--- config.mk ---
export PLATFORM = sky130hd
export DESIGN_NAME = mem_bus_arbiter_flat
export DESIGN_NICKNAME = d
export VERILOG_FILES = /design/src/rtl/mem_bus_arbiter_if.sv /design/src/rtl/mem_bus_arbiter.sv /design/src/flat_wrapper.sv
export SDC_FILE = /design/constraint.sdc
export NUM_CORES = 1
export LEC_CHECK = 0
export ABC_CLOCK_PERIOD_IN_PS = 2250
export BUFFER_PORTS_ARGS = -buffer_cell sky130_fd_sc_hd__buf_4
export CAP_MARGIN = 0
export CORE_ASPECT_RATIO = 0.6
export CORE_UTILIZATION = 47
export CTS_CLUSTER_SIZE = 16
export DETAILED_ROUTE_END_ITERATION = 16
export GPL_TIMING_DRIVEN = 0
export PLACE_DENSITY = 0.79
export SYNTH_ARGS = -nofsm -noshare
export SYNTH_HDL_FRONTEND = slang
export SYNTH_SLANG_ARGS = --single-unit
export TNS_END_PERCENT = 100
--- constraint.sdc ---
create_clock -name clk -period 2.25 [get_ports clk]
set_input_delay 0.1125 -clock clk [delete_from_list [all_inputs] [get_ports clk]]
set_output_delay 0.1125 -clock clk [all_outputs]
set_load 0.03 [all_outputs]
--- src/rtl/mem_bus_arbiter_if.sv ---
// mem_bus_arbiter_if: stage-side and bus-side signals of the IF/MEM memory bus arbiter.
interface mem_bus_arbiter_if;
  logic        flush, if_req, if_done, dm_req, dm_wr, dm_done;
  logic [31:0] if_addr, if_rdata, dm_addr, dm_wdata, dm_rdata;
  logic [3:0]  dm_be, bus_be;
  logic        bus_req, bus_wr, bus_addr_ok, bus_data_ok, bus_err;
  logic [31:0] bus_addr, bus_wdata, bus_rdata;
  logic        IF_Stall, MEM_Stall;
  modport master (
    input  flush, if_req, if_addr, dm_req, dm_wr, dm_addr, dm_wdata, dm_be,
           bus_addr_ok, bus_data_ok, bus_rdata,
    output if_rdata, if_done, dm_rdata, dm_done, bus_req, bus_wr, bus_addr,
           bus_wdata, bus_be, IF_Stall, MEM_Stall, bus_err
  );
  modport slave (
    output flush, if_req, if_addr, dm_req, dm_wr, dm_addr, dm_wdata, dm_be,
           bus_addr_ok, bus_data_ok, bus_rdata,
    input  if_rdata, if_done, dm_rdata, dm_done, bus_req, bus_wr, bus_addr,
           bus_wdata, bus_be, IF_Stall, MEM_Stall, bus_err
  );
endinterface

--- src/rtl/mem_bus_arbiter.sv ---
// mem_bus_arbiter: shares one SRAM-like bus between IF fetch and MEM data access.
// Define ARB_TIMEOUT_EN to add the REQ/WAIT watchdog that drives bus_err.
module mem_bus_arbiter #(
  parameter int MAX_DM_RUN = 4
`ifdef ARB_TIMEOUT_EN
  , parameter int TIMEOUT_CYCLES = 255
`endif
) (
  input  logic              clk,
  input  logic              rst,
  mem_bus_arbiter_if.master b
);
  typedef enum logic [1:0] {IDLE, REQ, WAIT, RESP} state_e;
  localparam int RW = $clog2(MAX_DM_RUN + 1);
  state_e        state_q, state_d;
  logic          owner_q, owner_d;
  logic [RW-1:0] run_q, run_d;
  logic          wr_q, wr_d, sup_q, sup_d, to_q, to_d;
  logic [3:0]    be_q, be_d;
  logic [31:0]   addr_q, addr_d, wdata_q, wdata_d;
  logic [31:0]   if_rdata_q, if_rdata_d, dm_rdata_q, dm_rdata_d;
  logic          grant_dm, grant_if, if_flush, fin, abort, timeout, to_hit, busy, done;
  assign busy     = state_q == REQ || state_q == WAIT;
  assign grant_dm = state_q == IDLE && b.dm_req && (!b.if_req || run_q != RW'(MAX_DM_RUN));
  assign grant_if = state_q == IDLE && b.if_req && !grant_dm;
  assign if_flush = b.flush && !owner_q;
  assign fin      = b.bus_data_ok && (state_q == WAIT || (state_q == REQ && b.bus_addr_ok));
  assign abort    = state_q == REQ && if_flush && !b.bus_addr_ok;
  assign to_hit   = timeout && !fin && !abort;
  assign done     = fin || to_hit;
`ifdef ARB_TIMEOUT_EN
  localparam int CW = $clog2(TIMEOUT_CYCLES + 1);
  logic [CW-1:0] cnt_q;
  always_ff @(posedge clk or negedge rst)
    if (!rst) cnt_q <= '0;
    else      cnt_q <= busy ? cnt_q + 1'b1 : '0;
  // Fires on the cycle the count would reach the limit, so RESP lands TIMEOUT_CYCLES after REQ entry.
  assign timeout = busy && cnt_q == CW'(TIMEOUT_CYCLES - 1);
`else
  assign timeout = 1'b0;
`endif
  always_ff @(posedge clk or negedge rst)
    if (!rst) begin
      state_q    <= IDLE;
      owner_q    <= 1'b0;
      run_q      <= '0;
      wr_q       <= 1'b0;
      be_q       <= '0;
      addr_q     <= '0;
      wdata_q    <= '0;
      if_rdata_q <= '0;
      dm_rdata_q <= '0;
      sup_q      <= 1'b0;
      to_q       <= 1'b0;
    end else begin
      state_q    <= state_d;
      owner_q    <= owner_d;
      run_q      <= run_d;
      wr_q       <= wr_d;
      be_q       <= be_d;
      addr_q     <= addr_d;
      wdata_q    <= wdata_d;
      if_rdata_q <= if_rdata_d;
      dm_rdata_q <= dm_rdata_d;
      sup_q      <= sup_d;
      to_q       <= to_d;
    end
  always_comb begin
    owner_d    = owner_q;
    run_d      = run_q;
    wr_d       = wr_q;
    be_d       = be_q;
    addr_d     = addr_q;
    wdata_d    = wdata_q;
    sup_d      = busy ? sup_q || if_flush : sup_q;
    to_d       = to_hit;
    if_rdata_d = done && !owner_q ? (to_hit ? '0 : b.bus_rdata) : if_rdata_q;
    dm_rdata_d = done && owner_q ? (to_hit ? '0 : b.bus_rdata) : dm_rdata_q;
    if (grant_dm || grant_if) begin
      owner_d = grant_dm;
      wr_d    = grant_dm && b.dm_wr;
      be_d    = grant_dm ? b.dm_be : 4'hF;
      addr_d  = grant_dm ? b.dm_addr : b.if_addr;
      wdata_d = grant_dm ? b.dm_wdata : '0;
      sup_d   = 1'b0;
      // A DM grant with IF waiting can only happen below the limit, so the increment saturates.
      run_d   = grant_if || !b.if_req ? '0 : run_q + 1'b1;
    end
    unique case (state_q)
      IDLE:    state_d = grant_dm || grant_if ? REQ : IDLE;
      REQ:     state_d = abort ? IDLE : done ? RESP : b.bus_addr_ok ? WAIT : REQ;
      WAIT:    state_d = done ? RESP : WAIT;
      default: state_d = IDLE;
    endcase
  end
  always_comb begin
    b.bus_req   = state_q == REQ;
    b.bus_wr    = wr_q;
    b.bus_be    = be_q;
    b.bus_addr  = addr_q;
    b.bus_wdata = wdata_q;
    b.if_done   = state_q == RESP && !owner_q && !sup_q;
    b.dm_done   = state_q == RESP && owner_q;
    b.bus_err   = state_q == RESP && to_q;
    b.if_rdata  = if_rdata_q;
    b.dm_rdata  = dm_rdata_q;
    b.IF_Stall  = b.if_req && !(state_q == RESP && !owner_q && !sup_q);
    b.MEM_Stall = b.dm_req && !(state_q == RESP && owner_q);
  end
endmodule
--- src/flat_wrapper.sv ---
// flat-port wrapper written by rule: the top's interface ports become plain ports
module mem_bus_arbiter_flat 
#(
  parameter int MAX_DM_RUN = 4

)
  (clk, rst, b_flush, b_if_req, b_if_addr, b_dm_req, b_dm_wr, b_dm_addr, b_dm_wdata, b_dm_be, b_bus_addr_ok, b_bus_data_ok, b_bus_rdata, b_if_rdata, b_if_done, b_dm_rdata, b_dm_done, b_bus_req, b_bus_wr, b_bus_addr, b_bus_wdata, b_bus_be, b_IF_Stall, b_MEM_Stall, b_bus_err);
  mem_bus_arbiter_if b_i ();
  input  logic clk;
  input  logic rst;
  input wire logic [$bits(b_i.flush)-1:0] b_flush;
  input wire logic [$bits(b_i.if_req)-1:0] b_if_req;
  input wire logic [$bits(b_i.if_addr)-1:0] b_if_addr;
  input wire logic [$bits(b_i.dm_req)-1:0] b_dm_req;
  input wire logic [$bits(b_i.dm_wr)-1:0] b_dm_wr;
  input wire logic [$bits(b_i.dm_addr)-1:0] b_dm_addr;
  input wire logic [$bits(b_i.dm_wdata)-1:0] b_dm_wdata;
  input wire logic [$bits(b_i.dm_be)-1:0] b_dm_be;
  input wire logic [$bits(b_i.bus_addr_ok)-1:0] b_bus_addr_ok;
  input wire logic [$bits(b_i.bus_data_ok)-1:0] b_bus_data_ok;
  input wire logic [$bits(b_i.bus_rdata)-1:0] b_bus_rdata;
  output wire logic [$bits(b_i.if_rdata)-1:0] b_if_rdata;
  output wire logic [$bits(b_i.if_done)-1:0] b_if_done;
  output wire logic [$bits(b_i.dm_rdata)-1:0] b_dm_rdata;
  output wire logic [$bits(b_i.dm_done)-1:0] b_dm_done;
  output wire logic [$bits(b_i.bus_req)-1:0] b_bus_req;
  output wire logic [$bits(b_i.bus_wr)-1:0] b_bus_wr;
  output wire logic [$bits(b_i.bus_addr)-1:0] b_bus_addr;
  output wire logic [$bits(b_i.bus_wdata)-1:0] b_bus_wdata;
  output wire logic [$bits(b_i.bus_be)-1:0] b_bus_be;
  output wire logic [$bits(b_i.IF_Stall)-1:0] b_IF_Stall;
  output wire logic [$bits(b_i.MEM_Stall)-1:0] b_MEM_Stall;
  output wire logic [$bits(b_i.bus_err)-1:0] b_bus_err;
  assign b_i.flush = b_flush;
  assign b_i.if_req = b_if_req;
  assign b_i.if_addr = b_if_addr;
  assign b_i.dm_req = b_dm_req;
  assign b_i.dm_wr = b_dm_wr;
  assign b_i.dm_addr = b_dm_addr;
  assign b_i.dm_wdata = b_dm_wdata;
  assign b_i.dm_be = b_dm_be;
  assign b_i.bus_addr_ok = b_bus_addr_ok;
  assign b_i.bus_data_ok = b_bus_data_ok;
  assign b_i.bus_rdata = b_bus_rdata;
  assign b_if_rdata = b_i.if_rdata;
  assign b_if_done = b_i.if_done;
  assign b_dm_rdata = b_i.dm_rdata;
  assign b_dm_done = b_i.dm_done;
  assign b_bus_req = b_i.bus_req;
  assign b_bus_wr = b_i.bus_wr;
  assign b_bus_addr = b_i.bus_addr;
  assign b_bus_wdata = b_i.bus_wdata;
  assign b_bus_be = b_i.bus_be;
  assign b_IF_Stall = b_i.IF_Stall;
  assign b_MEM_Stall = b_i.MEM_Stall;
  assign b_bus_err = b_i.bus_err;
  mem_bus_arbiter #(.MAX_DM_RUN(MAX_DM_RUN)) u_core (.clk(clk), .rst(rst), .b(b_i));
endmodule
# ---- After elaboration in Yosys (flattened, before gate mapping)
# Index checks and enable logic that the tools add are counted.
# W data, S select, Z words.
dict set report word_totals {
  ff_bits 140
  inputBits 140
  word_cells 59
}
dict set report classes {
  add_sub_neg 1
  eq_ne 4
  n_mux 12
  reduce_logical 32
}
# cell n
set op_table {}
lappend op_table {{$mux W32} 2}
lappend op_table {{$logic_and A1 B1 Y1} 17}
lappend op_table {{$logic_not A1 Y1} 7}
lappend op_table {{$logic_or A1 B1 Y1} 6}
lappend op_table {{$mux W2} 3}
lappend op_table {{$pmux W2 S3} 1}
lappend op_table {{$eq A2 B2 Y1 const B} 2}
lappend op_table {{$mux W1} 4}
lappend op_table {{$mux W4} 1}
lappend op_table {{$add A3 B1 Y3 const B} 1}
lappend op_table {{$mux W3} 1}
lappend op_table {{$ne A3 B3 Y1 const B} 1}
lappend op_table {{$eq A2 B1 Y1 const B} 1}
lappend op_table {{$logic_not A2 Y1} 1}
lappend op_table {{$reduce_bool A2 Y1} 1}

# ---- Logic depth before layout (Yosys ltp)
# Gate-level depths: netlist of run 1.
dict set report depth {
  depth_word 8
  mapped_depth 7
  ltp_nobuf 5
}

# ---- Worst setup path before layout of run 1
# No wires, ideal clock.
dict set report synth_timing {
  path_type {register to register}
  start {register u_core.state_q[1]}
  end {register u_core.if_rdata_q[23], in the netlist u_core.b.if_rdata[23]}
  setup_time_ns 0.125
  t_arrival_ns 1.847
  path_slack_ns 0.278
  stages_incl_launch_ff 8
  path_buffers 2
  period_less_slack_ns 1.972
  cell_sequence {dfrtp_1 > inv_1 > ha_1 > a21o_1 > and3b_1 > buf_2 > buf_2 > mux2_2}
}
dict set report synth_via {
  elab_chain_cells 5
  elab_cells_between_ends 6
  cone_classes {eq/ne (2); reduce/logical (4)}
}
# element line
set synth_lines {}
lappend synth_lines {{from (decl)} mem_bus_arbiter.sv:15} ;# state_e state_q, state_d;
lappend synth_lines {{from (signal assigned)} mem_bus_arbiter.sv:56} ;# state_q <= state_d;
lappend synth_lines {{$eq A2 B1 Y1} -}
lappend synth_lines {{named net b_bus_req} flat_wrapper.sv:26} ;# output wire logic [$bits(b_i.bus_req)-1:0] b_bus_req;
lappend synth_lines {{$logic_and A1 B1 Y1} mem_bus_arbiter.sv:27} ;# assign fin = b.bus_data_ok && (state_q == WAIT || (state_q == REQ && b.bus_addr_ok));
lappend synth_lines {{$logic_or A1 B1 Y1} mem_bus_arbiter.sv:27}
lappend synth_lines {{$logic_and A1 B1 Y1} mem_bus_arbiter.sv:27}
lappend synth_lines {{$logic_and A1 B1 Y1} mem_bus_arbiter.sv:77} ;# if_rdata_d = done && !owner_q ? (to_hit ? '0 : b.bus_rdata) : if_rdata_q;
lappend synth_lines {{to (signal assigned)} mem_bus_arbiter.sv:63} ;# if_rdata_q <= if_rdata_d;
lappend synth_lines {{to (decl)} mem_bus_arbiter.sv:21} ;# logic [31:0] if_rdata_q, if_rdata_d, dm_rdata_q, dm_rdata_d;
# The timed path passes the listed nets, and every way through them passes these cells.
# A chain may end at the register's enable or synchronous reset.

# ---- Worst setup path in the final report of run 1
dict set report layout_timing {
  start {register u_core.state_q[1]}
  end {register u_core.addr_q[28], in the netlist u_core.b.bus_addr[28]}
}
dict set report layout_via {
  elab_chain_cells 6
  elab_cells_between_ends 8
  cone_classes {mux (1); reduce/logical (7)}
}
# element line
set layout_lines {}
lappend layout_lines {{$logic_not A2 Y1 *} {mem_bus_arbiter.sv:24, mem_bus_arbiter.sv:25}}
lappend layout_lines {{$logic_and A1 B1 Y1 (2 in a row)} mem_bus_arbiter.sv:24} ;# assign grant_dm = state_q == IDLE && b.dm_req && (!b.if_req || run_q != RW'(MAX_DM_RUN));
lappend layout_lines {{$logic_not A1 Y1} mem_bus_arbiter.sv:25} ;# assign grant_if = state_q == IDLE && b.if_req && !grant_dm;
lappend layout_lines {{$logic_and A1 B1 Y1} mem_bus_arbiter.sv:25}
lappend layout_lines {{$logic_or A1 B1 Y1} mem_bus_arbiter.sv:79} ;# if (grant_dm || grant_if) begin
lappend layout_lines {{to (signal assigned)} mem_bus_arbiter.sv:61} ;# addr_q <= addr_d;
lappend layout_lines {{to (decl)} mem_bus_arbiter.sv:20} ;# logic [31:0] addr_q, addr_d, wdata_q, wdata_d;
# Every way passes the cells marked *; elsewhere a longest branch is shown, timed or not.

==> out/metrics.yaml, run 1 <==
status: "finished clean"
final_util_pct: 81.3
yosysWarnings: 0
cts_tree: "yes"
syn_area_per_cell_um2: 14.0
io_pins: 279
synth_area_um2: 6160
syn_nets: 587
firstDrtPassIters: 4
die_w_um: 150
clk_pin_slew_worst_paths_ns: 0.06
routed_wl_mm: 18.2
synthTopCellsByArea: "dfrtp_1 (57%), mux2_2 (18%), mux2_4 (6.8%)"
numCtsBuffers: 17
via_count: 4954
switching_share_pct: 41.5
ctsResizeCount: 0
skew_ns: 0.0123
h-tree-depth: 4
drv_slew: 0
synth.cells.most_frequent: "dfrtp_1 (140), mux2_2 (96), nand2_1 (39)"
worst_setup_path_start_kind: "flop"
routed_via_density: 4.86
synth.largest_area_cell: "dfrtp_1"
synth.area.mux_share_pct: 31.4
dpl-instance-area_um2: 8480
power.density_nw_per_um2: 1520
grt_max_degree: 79
grt_overflow_total: 0
cap_viol_max_count: 0
critPathCaptureType: "flop"
reg2reg_depth: 7
p_clk_share_pct: 17.6
drt_iter0_markers: 145
placed_cells: 884
fin_crit_sh_pct: 89.9
relSlewSlack_pct: 59.9
synth-edff-count: 0
synth_top_area_share_pct: 56.9
syn2layout_area_growth_pct: 63.8
fin_crit_ns: 2.02
seq_area_frac_synth_pct: 56.9
pwr-share-seq_pct: 29.7
grt_pass1_vias: 5670
power.switching_mw: 6.38
hpwl_mm: 11.8
diodes: 0
ir_drop_mv: 1.03
fin_area_um2: 10100
crit_end: "u_core.b.bus_addr[28]"
antenna_found_initial: 0
synth_cell_types: 31
ant_nets: 0
worstSetupPathType: "flop to flop"
hold_class: "input port to flop"
power_leakage_nw: 5.05
cp_max_fo: 10
clk-insertion-delay-late_ns: 0.41
cts_sinks: 140
clock-root-buffer: "clkbuf_16"
io_buffers: 277
row_count: 31
synth_compound_area_share_pct: 1.26
final_cell_count_no_fill: 1020
fmax_ghz: 0.494
synth_adder_area_share_pct: 1.22
core_area_um2: 12400
synth_cells: 441
drive_gt1_share_pct: 53.3
synth_simple_gate_area_share_pct: 4.12
ys.flop_type: "dfrtp_1"
regToRegEndpoint: "u_core.b.bus_addr[28]"
p_int_mw: 9.00
fin_setup_tns_ns: 0
pwr-share-comb_pct: 52.7
crit_arrival_ns: 2.31
finalHoldViolCount: 0
synth-seq-cells: 140
nets: 988
drcViolationCount: 0
setup_viol: 0
start_util_pct: 49.6
grt.total_usage_pct: 27.9
required_ns: 2.54
cts_buffer_depth: 2
wl_per_cell_um: 17.8
grt_pass1_wl_mm: 29.1
gp_congestion: 0.809
synth-xor-area-share_pct: 0
yosys.cell_count.top_type: "dfrtp_1"
synth_top_family_by_area: "multiplexers"
worst_slew_pin_slew_ns: 0.602
setup.worst_path.start: "u_core.state_q[1]"
r2r_start: "u_core.state_q[1]"
ff2ff_setup_slack_ns: 0.23
dieArea_um2: 13600
grt_setup_unrepaired: "no"
fp.dieH_um: 90.7
ys_async_sr_fraction_pct: 100
hold_ws_ns: 0.0365
[registers in the layout (all words and copies together) (netlist names)]
signal / cells
u_core.b.bus_addr: 32
u_core.run_q: 3
u_core.owner_q: 1
u_core.state_q: 2
u_core.sup_q: 1
u_core.b.bus_be: 4
u_core.b.if_rdata: 32
u_core.b.bus_wr: 1
u_core.b.dm_rdata: 32
u_core.b.bus_wdata: 32
[cells by family after synthesis]
logic type                 Yosys count
muxes                              166
DFF                                140
buffers and inverters               62
and+or+nand+nor                     55
AOI/OAI and AO/OA                   11
adders and majority gates            6
other                                1
[area by class of cell]
class / instances / area (um^2)
Fill cell: 688 / 2320
Clock inverter: 12 / 115
Clock buffer: 20 / 457
Timing Repair Buffer: 382 / 3150
Tap cell: 165 / 206
Multi-Input combinational cell: 239 / 2340
Buffer: 24 / 171
Sequential cell: 140 / 3500
Inverter: 38 / 143
[how the worst min path moves through the flow]
stage,startpoint,end,slack [ns],cells after the start
6_report,b_bus_addr_ok,u_core.state_q[0],0.04,3
3_3_place_gp,b_bus_rdata[30],u_core.b.if_rdata[30],0.34,2
2_1_floorplan,rst,u_core.b.bus_addr[0],-0.18,0
4_1_cts,b_bus_addr_ok,u_core.state_q[0],0.01,3
5_1_grt,b_bus_addr_ok,u_core.state_q[1],0.03,3
3_5_place_dp,rst,u_core.b.dm_rdata[23],0.14,1
[power by group through the flow]
| stage | clock network [mW] | registers (mW) | logic, mW |
|---|---|---|---|
| finish | 2.70 | 4.57 | 8.11 |
| global route | 2.87 | 4.71 | 8.51 |
| CTS | 2.74 | 4.53 | 8.09 |
| detailed placement | 0 | 4.54 | 7.93 |
| global placement | 0 | 4.44 | 7.74 |
| floorplan | 0 | 6.88 | 2.61 |
[through the flow]
stage	setup slack (ns)	total power, mW
global placement	0.242	12.2
finish	0.226	15.4
global route	0.0804	16.1
floorplan	0.278	9.48
CTS	0.209	15.4
detailed placement	0.211	12.5
[cell usage in the layout, fill, tap and decap left out, drive strengths merged]
cell type,n
a21o,2
a31o,1
a31oi,3
a32o,1
and2,2
and3,1
and3b,1
buf,299
bufinv,1
clkbuf,23
clkinv,6
clkinvlp,3
conb,1
dfrtp,140
dlygate4sd3,104
ha,6
inv,40
mux2,132
mux2i,34
nand2,40
nand2b,6
nand3b,1
nor2,1
nor2b,2
nor3b,1
o21a,1
o21ai,1
o22ai,2
[per-layer routing]
layer	vias to the layer above	global-route usage [%]	part of all wire, %
met3	29	6.16	5.6
li1	2290	-	-
met4	0	8.59	1.7
met5	-	0	0
met2	182	51.3	53
met1	2453	32.2	40
[worst max-delay path, stage by stage, from the launching register on]
cell and delay (ns):
dfrtp_1 0.40, inv_1 0.12, ha_1 0.27, nand2_1 0.07, a31oi_1 0.12, buf_2 0.27
buf_4 0.29, mux2_2 0.36
[timing repair]
item                       4_1_cts  5_1_grt
hold buffers                   104        0
buffers inserted                 0        0
hold endpoints to repair       197        0
setup endpoints to repair        0        0
(Power assumes the default switching activity.)
==> run 2: changes to the inputs <==
CORE_MARGIN = 2   (was not set)
==> run 2 against run 1 <==
Via count up 0.16%. Routed wire length is 2.1% higher. Clock skew decreased by 0.0011 ns. Die area up 3.6%. Largest power group unchanged. Clock-buffer cell count fell by 2. Critical path type unchanged. Global-route usage shrank 1.6 points. Critical path depth unchanged. Worst setup slack got worse by 0.017 ns.
==> out/metrics.yaml, run 2 (synthesis gave the netlist of run 1 again) <==
numCtsBuffers: 17
syn2layout_area_growth_pct: 63.9
clk_pin_slew_worst_paths_ns: 0.07
via_count: 4962
gp_congestion: 0.812
cts_sinks: 140
fin_crit_ns: 2.04
critPathBufInv: 3
p_int_mw: 8.95
row_count: 32
clk-insertion-delay-late_ns: 0.41
power.switching_mw: 6.42
ctsResizeCount: 0
critPathCaptureType: "flop"
core_area_um2: 12800
drv_slew: 0
antenna_found_initial: 1
pwr-share-comb_pct: 52.8
cts_setup_buffers: 0
die_w_um: 152
p_clk_share_pct: 17.4
worstSetupPathType: "flop to flop"
cpMaxStageDelayCell: "dfrtp_1"
grt_overflow_total: 0
io_pins: 279
power_leakage_nw: 5.04
fin_setup_tns_ns: 0
io_buffers: 277
status: "finished clean"
path_cells: "inv_1 > ha_1 > nand2_4 > buf_2 > clkbuf_1 > nand2_1 > mux2i_1"
crit_family: "buffers and inverters"
hold_class: "input port to flop"
clock-root-buffer: "clkbuf_16"
pwr-share-seq_pct: 29.8
h-tree-depth: 4
start_util_pct: 48.1
skew_ns: 0.0112
required_ns: 2.57
cp_max_fo: 10
fmax_ghz: 0.490
grt.total_usage_pct: 26.4
cpPeakStageDelay_ns: 0.40
layout_commonest_cell: "buf_4"
crit_arrival_ns: 2.36
routed_wl_mm: 18.5
drt_iter0_markers: 212
cts_tree: "yes"
fin_area_um2: 10100
cap_viol_max_count: 0
routed_via_density: 4.84
grt_pass1_vias: 5537
switching_share_pct: 41.8
power.density_nw_per_um2: 1520
drive_gt1_share_pct: 53.3
grt_pass1_wl_mm: 28.1
relSlewSlack_pct: 55.6
setup_viol: 0
grt_setup_unrepaired: "no"
worst_slew_pin_slew_ns: 0.666
fp.dieH_um: 92.7
ant_nets: 0
ir_drop_mv: 0.906
nets: 988
finalHoldViolCount: 0
cts_buffer_depth: 2
layout_common_cells: "buf_4 (283), dfrtp_1 (140), dlygate4sd3_1 (104)"
dieArea_um2: 14100
fin_crit_sh_pct: 90.7
firstDrtPassIters: 5
grt_max_degree: 72
wl_per_cell_um: 18.1
hpwl_mm: 12.2
drcViolationCount: 0
worst_setup_path_start_kind: "flop"
dpl-instance-area_um2: 8480
-- run 2: changes by cell type in the layout (fill, tap and decap cells not counted) --
cell	change
diode_2	+1
clkinv_4	-1
clkinvlp_4	+2
inv_6	+3
clkbuf_8	-2
clkinv_2	-2
-- run 2: repair_timing --
| item | 4_1_cts | 5_1_grt |
|---|---|---|
| hold buffers | 104 | 0 |
| endpoints found under the hold margin | 204 | 0 |
| setup endpoints to repair | 0 | 0 |
-- run 2: cell type report --
type	count	area, um^2
Clock buffer	18	429
Timing Repair Buffer	382	3150
Inverter	38	143
Sequential cell	140	3500
Tap cell	170	213
Multi-Input combinational cell	239	2340
Clock inverter	14	138
Fill cell	734	2720
Buffer	24	171
Antenna cell	1	2.50
-- run 2: final timing paths --
kind                       cells after the start                endpoint  slack (ns)             startpoint
min in group asynchronous                      2  u_core.b.bus_wdata[27]        0.31                    rst
setup / recovery                               7   u_core.b.bus_wdata[8]        0.21      u_core.state_q[0]
setup reg to reg                               7   u_core.b.bus_wdata[8]        0.21      u_core.state_q[0]
max in group asynchronous                      3   u_core.b.bus_addr[29]        1.17                    rst
hold reg to reg                                1   u_core.b.if_rdata[28]        0.49  u_core.b.if_rdata[28]
hold / removal                                 3       u_core.state_q[1]        0.03          b_bus_addr_ok
-- run 2: power by group through the flow --
stage | combinational (mW) | clock (mW) | sequential [mW]
after floorplan | 2.61 | 0 | 6.88
after global placement | 7.76 | 0 | 4.46
after detailed placement | 7.93 | 0 | 4.55
after CTS | 8.10 | 2.73 | 4.53
after global routing | 8.54 | 2.86 | 4.70
final | 8.11 | 2.68 | 4.58
-- run 2: per-stage QoR --
| step | power (mW) | worst slack, ns | hold WS [ns] | cells | util (%) |
|---|---|---|---|---|---|
| after detailed placement | 12.5 | 0.238 | 0.172 | 889 | 66.2 |
| after floorplan | 9.48 | 0.278 | -0.183 | 441 | - |
| after CTS | 15.4 | 0.215 | 0.0101 | 1025 | 78.8 |
| after global routing | 16.1 | 0.0235 | 0.0166 | 1026 | 78.8 |
| after global placement | 12.2 | 0.288 | 0.336 | 888 | 66.0 |
| final | 15.4 | 0.209 | 0.0277 | 1026 | 78.8 |
-- run 2: worst reg2reg max path, cell delays in order, from the launching register on --
cell and delay [ns]:
dfrtp_1 0.40, inv_1 0.08, ha_1 0.27, nand2_4 0.17, buf_2 0.31, clkbuf_1 0.40
nand2_1 0.13, mux2i_1 0.20
-- run 2: routing by layer --
| metal | track usage, % | up-vias | share of wire (%) |
|---|---|---|---|
| met2 | 46.3 | 192 | 50 |
| met1 | 31.1 | 2453 | 41 |
| met5 | 0 | - | 0 |
| li1 | - | 2288 | - |
| met4 | 7.72 | 0 | 2.0 |
| met3 | 8.33 | 29 | 7.2 |
==> run 3: changes to the inputs <==
ABC_AREA = 1   (was not set)
CORE_UTILIZATION = 46   (was 47)
==> run 3 against run 2 <==
Worst hold slack got worse by 0.025 ns. Flip-flop and latch count is the same. Critical path depth rose by 3. Cell area down 2.0%. Worst setup slack lost 0.12 ns. Die area fell by 5.5%. Clock-buffer cell count unchanged. Synthesized cell count rose by 46%. Final cell count rose by 22%. Total power shrank 4.1%. Sequential share of layout area up 0.69 points. Combinational power decreased by 7.3%. Largest cell class is now buffers. Largest power group unchanged. Highest routed layer unchanged.
==> out/metrics.yaml, run 3 <==
hold_class: "input port to flop"
diodes: 0
final_cell_count_no_fill: 1247
yosys.cell_count.top_type: "nand2_1"
pwr-share-seq_pct: 29.7
ant_nets: 0
synth.largest_area_cell: "dfrtp_1"
h-tree-depth: 4
routed_via_density: 5.01
synth_top_area_share_pct: 61.6
io_pins: 279
syn2layout_area_growth_pct: 74.0
power_leakage_nw: 5.34
fin_crit_sh_pct: 96.1
skew_ns: 0.0106
worst_slew_pin_slew_ns: 0.559
pwr-share-comb_pct: 51.0
finalHoldViolCount: 0
placed_cells: 1087
die_w_um: 148
cap_viol_max_count: 0
numCtsBuffers: 17
clock-root-buffer: "clkbuf_16"
setup_slack_ns: 0.0885
ys_async_sr_fraction_pct: 100
io_buffers: 277
syn_area_per_cell_um2: 8.83
path_cells: "inv_1 > ha_2 > nand2_1 > inv_1 > nand2_1 > buf_4 > buf_4 > nand3_1 > nand3_1 > dlygate4sd3_1"
dieArea_um2: 13300
syn_nets: 790
grt_setup_unrepaired: "no"
grt_pass1_vias: 6445
cp_max_fo: 10
gp_congestion: 0.859
clk-insertion-delay-late_ns: 0.41
synth-edff-count: 0
worstSetupPathType: "flop to flop"
grt_pass1_wl_mm: 33.2
dpl-instance-area_um2: 8000
drcViolationCount: 0
required_ns: 2.53
power.density_nw_per_um2: 1490
hpwl_mm: 12.4
nets: 1215
power.switching_mw: 6.49
fmax_ghz: 0.463
drv_slew: 0
wl_per_cell_um: 16.7
via_count: 6250
cts_tree: "yes"
core_area_um2: 12100
antenna_found_initial: 0
status: "finished clean"
firstDrtPassIters: 5
grt_overflow_total: 0
ir_drop_mv: 1.00
synth_area_um2: 5690
start_util_pct: 47.1
crit_arrival_ns: 2.44
synthTopCellsByArea: "dfrtp_1 (62%), nand2_1 (17%), o21ai_0 (6.3%)"
setup_viol: 0
critPathCaptureType: "flop"
synth.cells.most_frequent: "nand2_1 (252), dfrtp_1 (140), o21ai_0 (72)"
synth_cells: 644
p_clk_share_pct: 19.3
cts_sinks: 140
fin_crit_ns: 2.16
drive_gt1_share_pct: 31.2
grt_max_degree: 95
row_count: 31
crit_family: "buffers and inverters"
p_int_mw: 8.25
critPathBufInv: 5
fin_setup_tns_ns: 0
layout_common_cells: "buf_4 (282), nand2_1 (252), dfrtp_1 (140)"
synth-seq-cells: 140
layout_commonest_cell: "buf_4"
grt.total_usage_pct: 31.9
seq_area_frac_synth_pct: 61.6
worst_setup_path_start_kind: "flop"
cpMaxStageDelayCell: "dlygate4sd3_1"
yosysWarnings: 0
fin_area_um2: 9900
preCtsSetupSlack_ns: 0.433
cts_buffer_depth: 2
cpPeakStageDelay_ns: 0.57
fp.dieH_um: 90.1
relSlewSlack_pct: 62.7
synth_cell_types: 17
clk_pin_slew_worst_paths_ns: 0.06
drt_iter0_markers: 449
switching_share_pct: 44.0
ys.flop_type: "dfrtp_1"
routed_wl_mm: 20.9
-- run 3: through the flow --
| step | total power [mW] | hold slack [ns] | utilization (%) |
|---|---|---|---|
| 2_1_floorplan | 8.25 | -0.183 | - |
| 3_3_place_gp | 10.9 | 0.308 | 66.1 |
| 3_5_place_dp | 11.0 | 0.0708 | 66.4 |
| 4_1_cts | 14.5 | 0.00125 | 81.9 |
| 5_1_grt | 15.5 | 0.00870 | 82.0 |
| 6_report | 14.7 | 0.00301 | 82.0 |
-- run 3: path summary, 6_finish.rpt --
kind | slack (ns) | cells past startpoint | startpoint | to
max in group asynchronous | 1.23 | 3 | rst | u_core.b.if_rdata[7]
min in group asynchronous | 0.21 | 2 | rst | u_core.b.bus_wdata[15]
hold reg to reg | 0.49 | 2 | u_core.b.bus_wdata[2] | u_core.b.bus_wdata[2]
setup / recovery | 0.09 | 10 | u_core.state_q[1] | u_core.b.bus_addr[14]
hold / removal | 0.003 | 3 | b_bus_rdata[26] | u_core.b.dm_rdata[26]
setup reg to reg | 0.09 | 10 | u_core.state_q[1] | u_core.b.bus_addr[14]
-- run 3: per-layer routing --
metal	GRT usage (%)	up-vias	wire length (um)
li1	-	2865	-
met4	10.3	0	421
met5	0	-	0
met3	7.87	38	1540
met1	40.8	3033	8620
met2	53.6	314	10300
-- run 3: tightest hold or removal path: stages --
cell and delay, ns:
buf_4 0.08, inv_1 0.05, o21ai_0 0.14
-- run 3: what timing repair did --
item                                    CTS  global route
resized for setup                         0             9
hold buffers                            128             0
endpoints found under the setup margin    0            24
hold endpoints to repair                157             0
buffers inserted                          0             0
-- run 3: final cells by class --
| type | instances | area (um^2) |
|---|---|---|
| fillers | 715 | 2170 |
| plain buffers | 35 | 179 |
| multi-input cells | 409 | 1790 |
| clock inverters | 14 | 160 |
| flip-flops and latches | 140 | 3500 |
| inverters | 60 | 225 |
| well taps | 165 | 206 |
| repair buffers | 406 | 3390 |
| clock buffers | 18 | 439 |
-- run 3: power by group through the flow --
stage / Sequential [mW] / Combinational [mW] / Clock (mW)
floorplan: 6.42 / 1.83 / 0
global placement: 4.30 / 6.55 / 0
detailed placement: 4.32 / 6.68 / 0
CTS: 4.31 / 7.31 / 2.86
global route: 4.50 / 8.00 / 2.98
finish: 4.38 / 7.52 / 2.84
-- run 3: logic make-up after synthesis --
logic type / count (synthesis) / synth area share [%]
AND/OR/NAND/NOR: 328 / 23.5
flip-flops: 140 / 61.6
adder cells (fa/ha/maj): 6 / 1.32
other: 1 / 0.0659
buffers and inverters: 95 / 7.00
AO/OA/AOI/OAI: 74 / 6.56
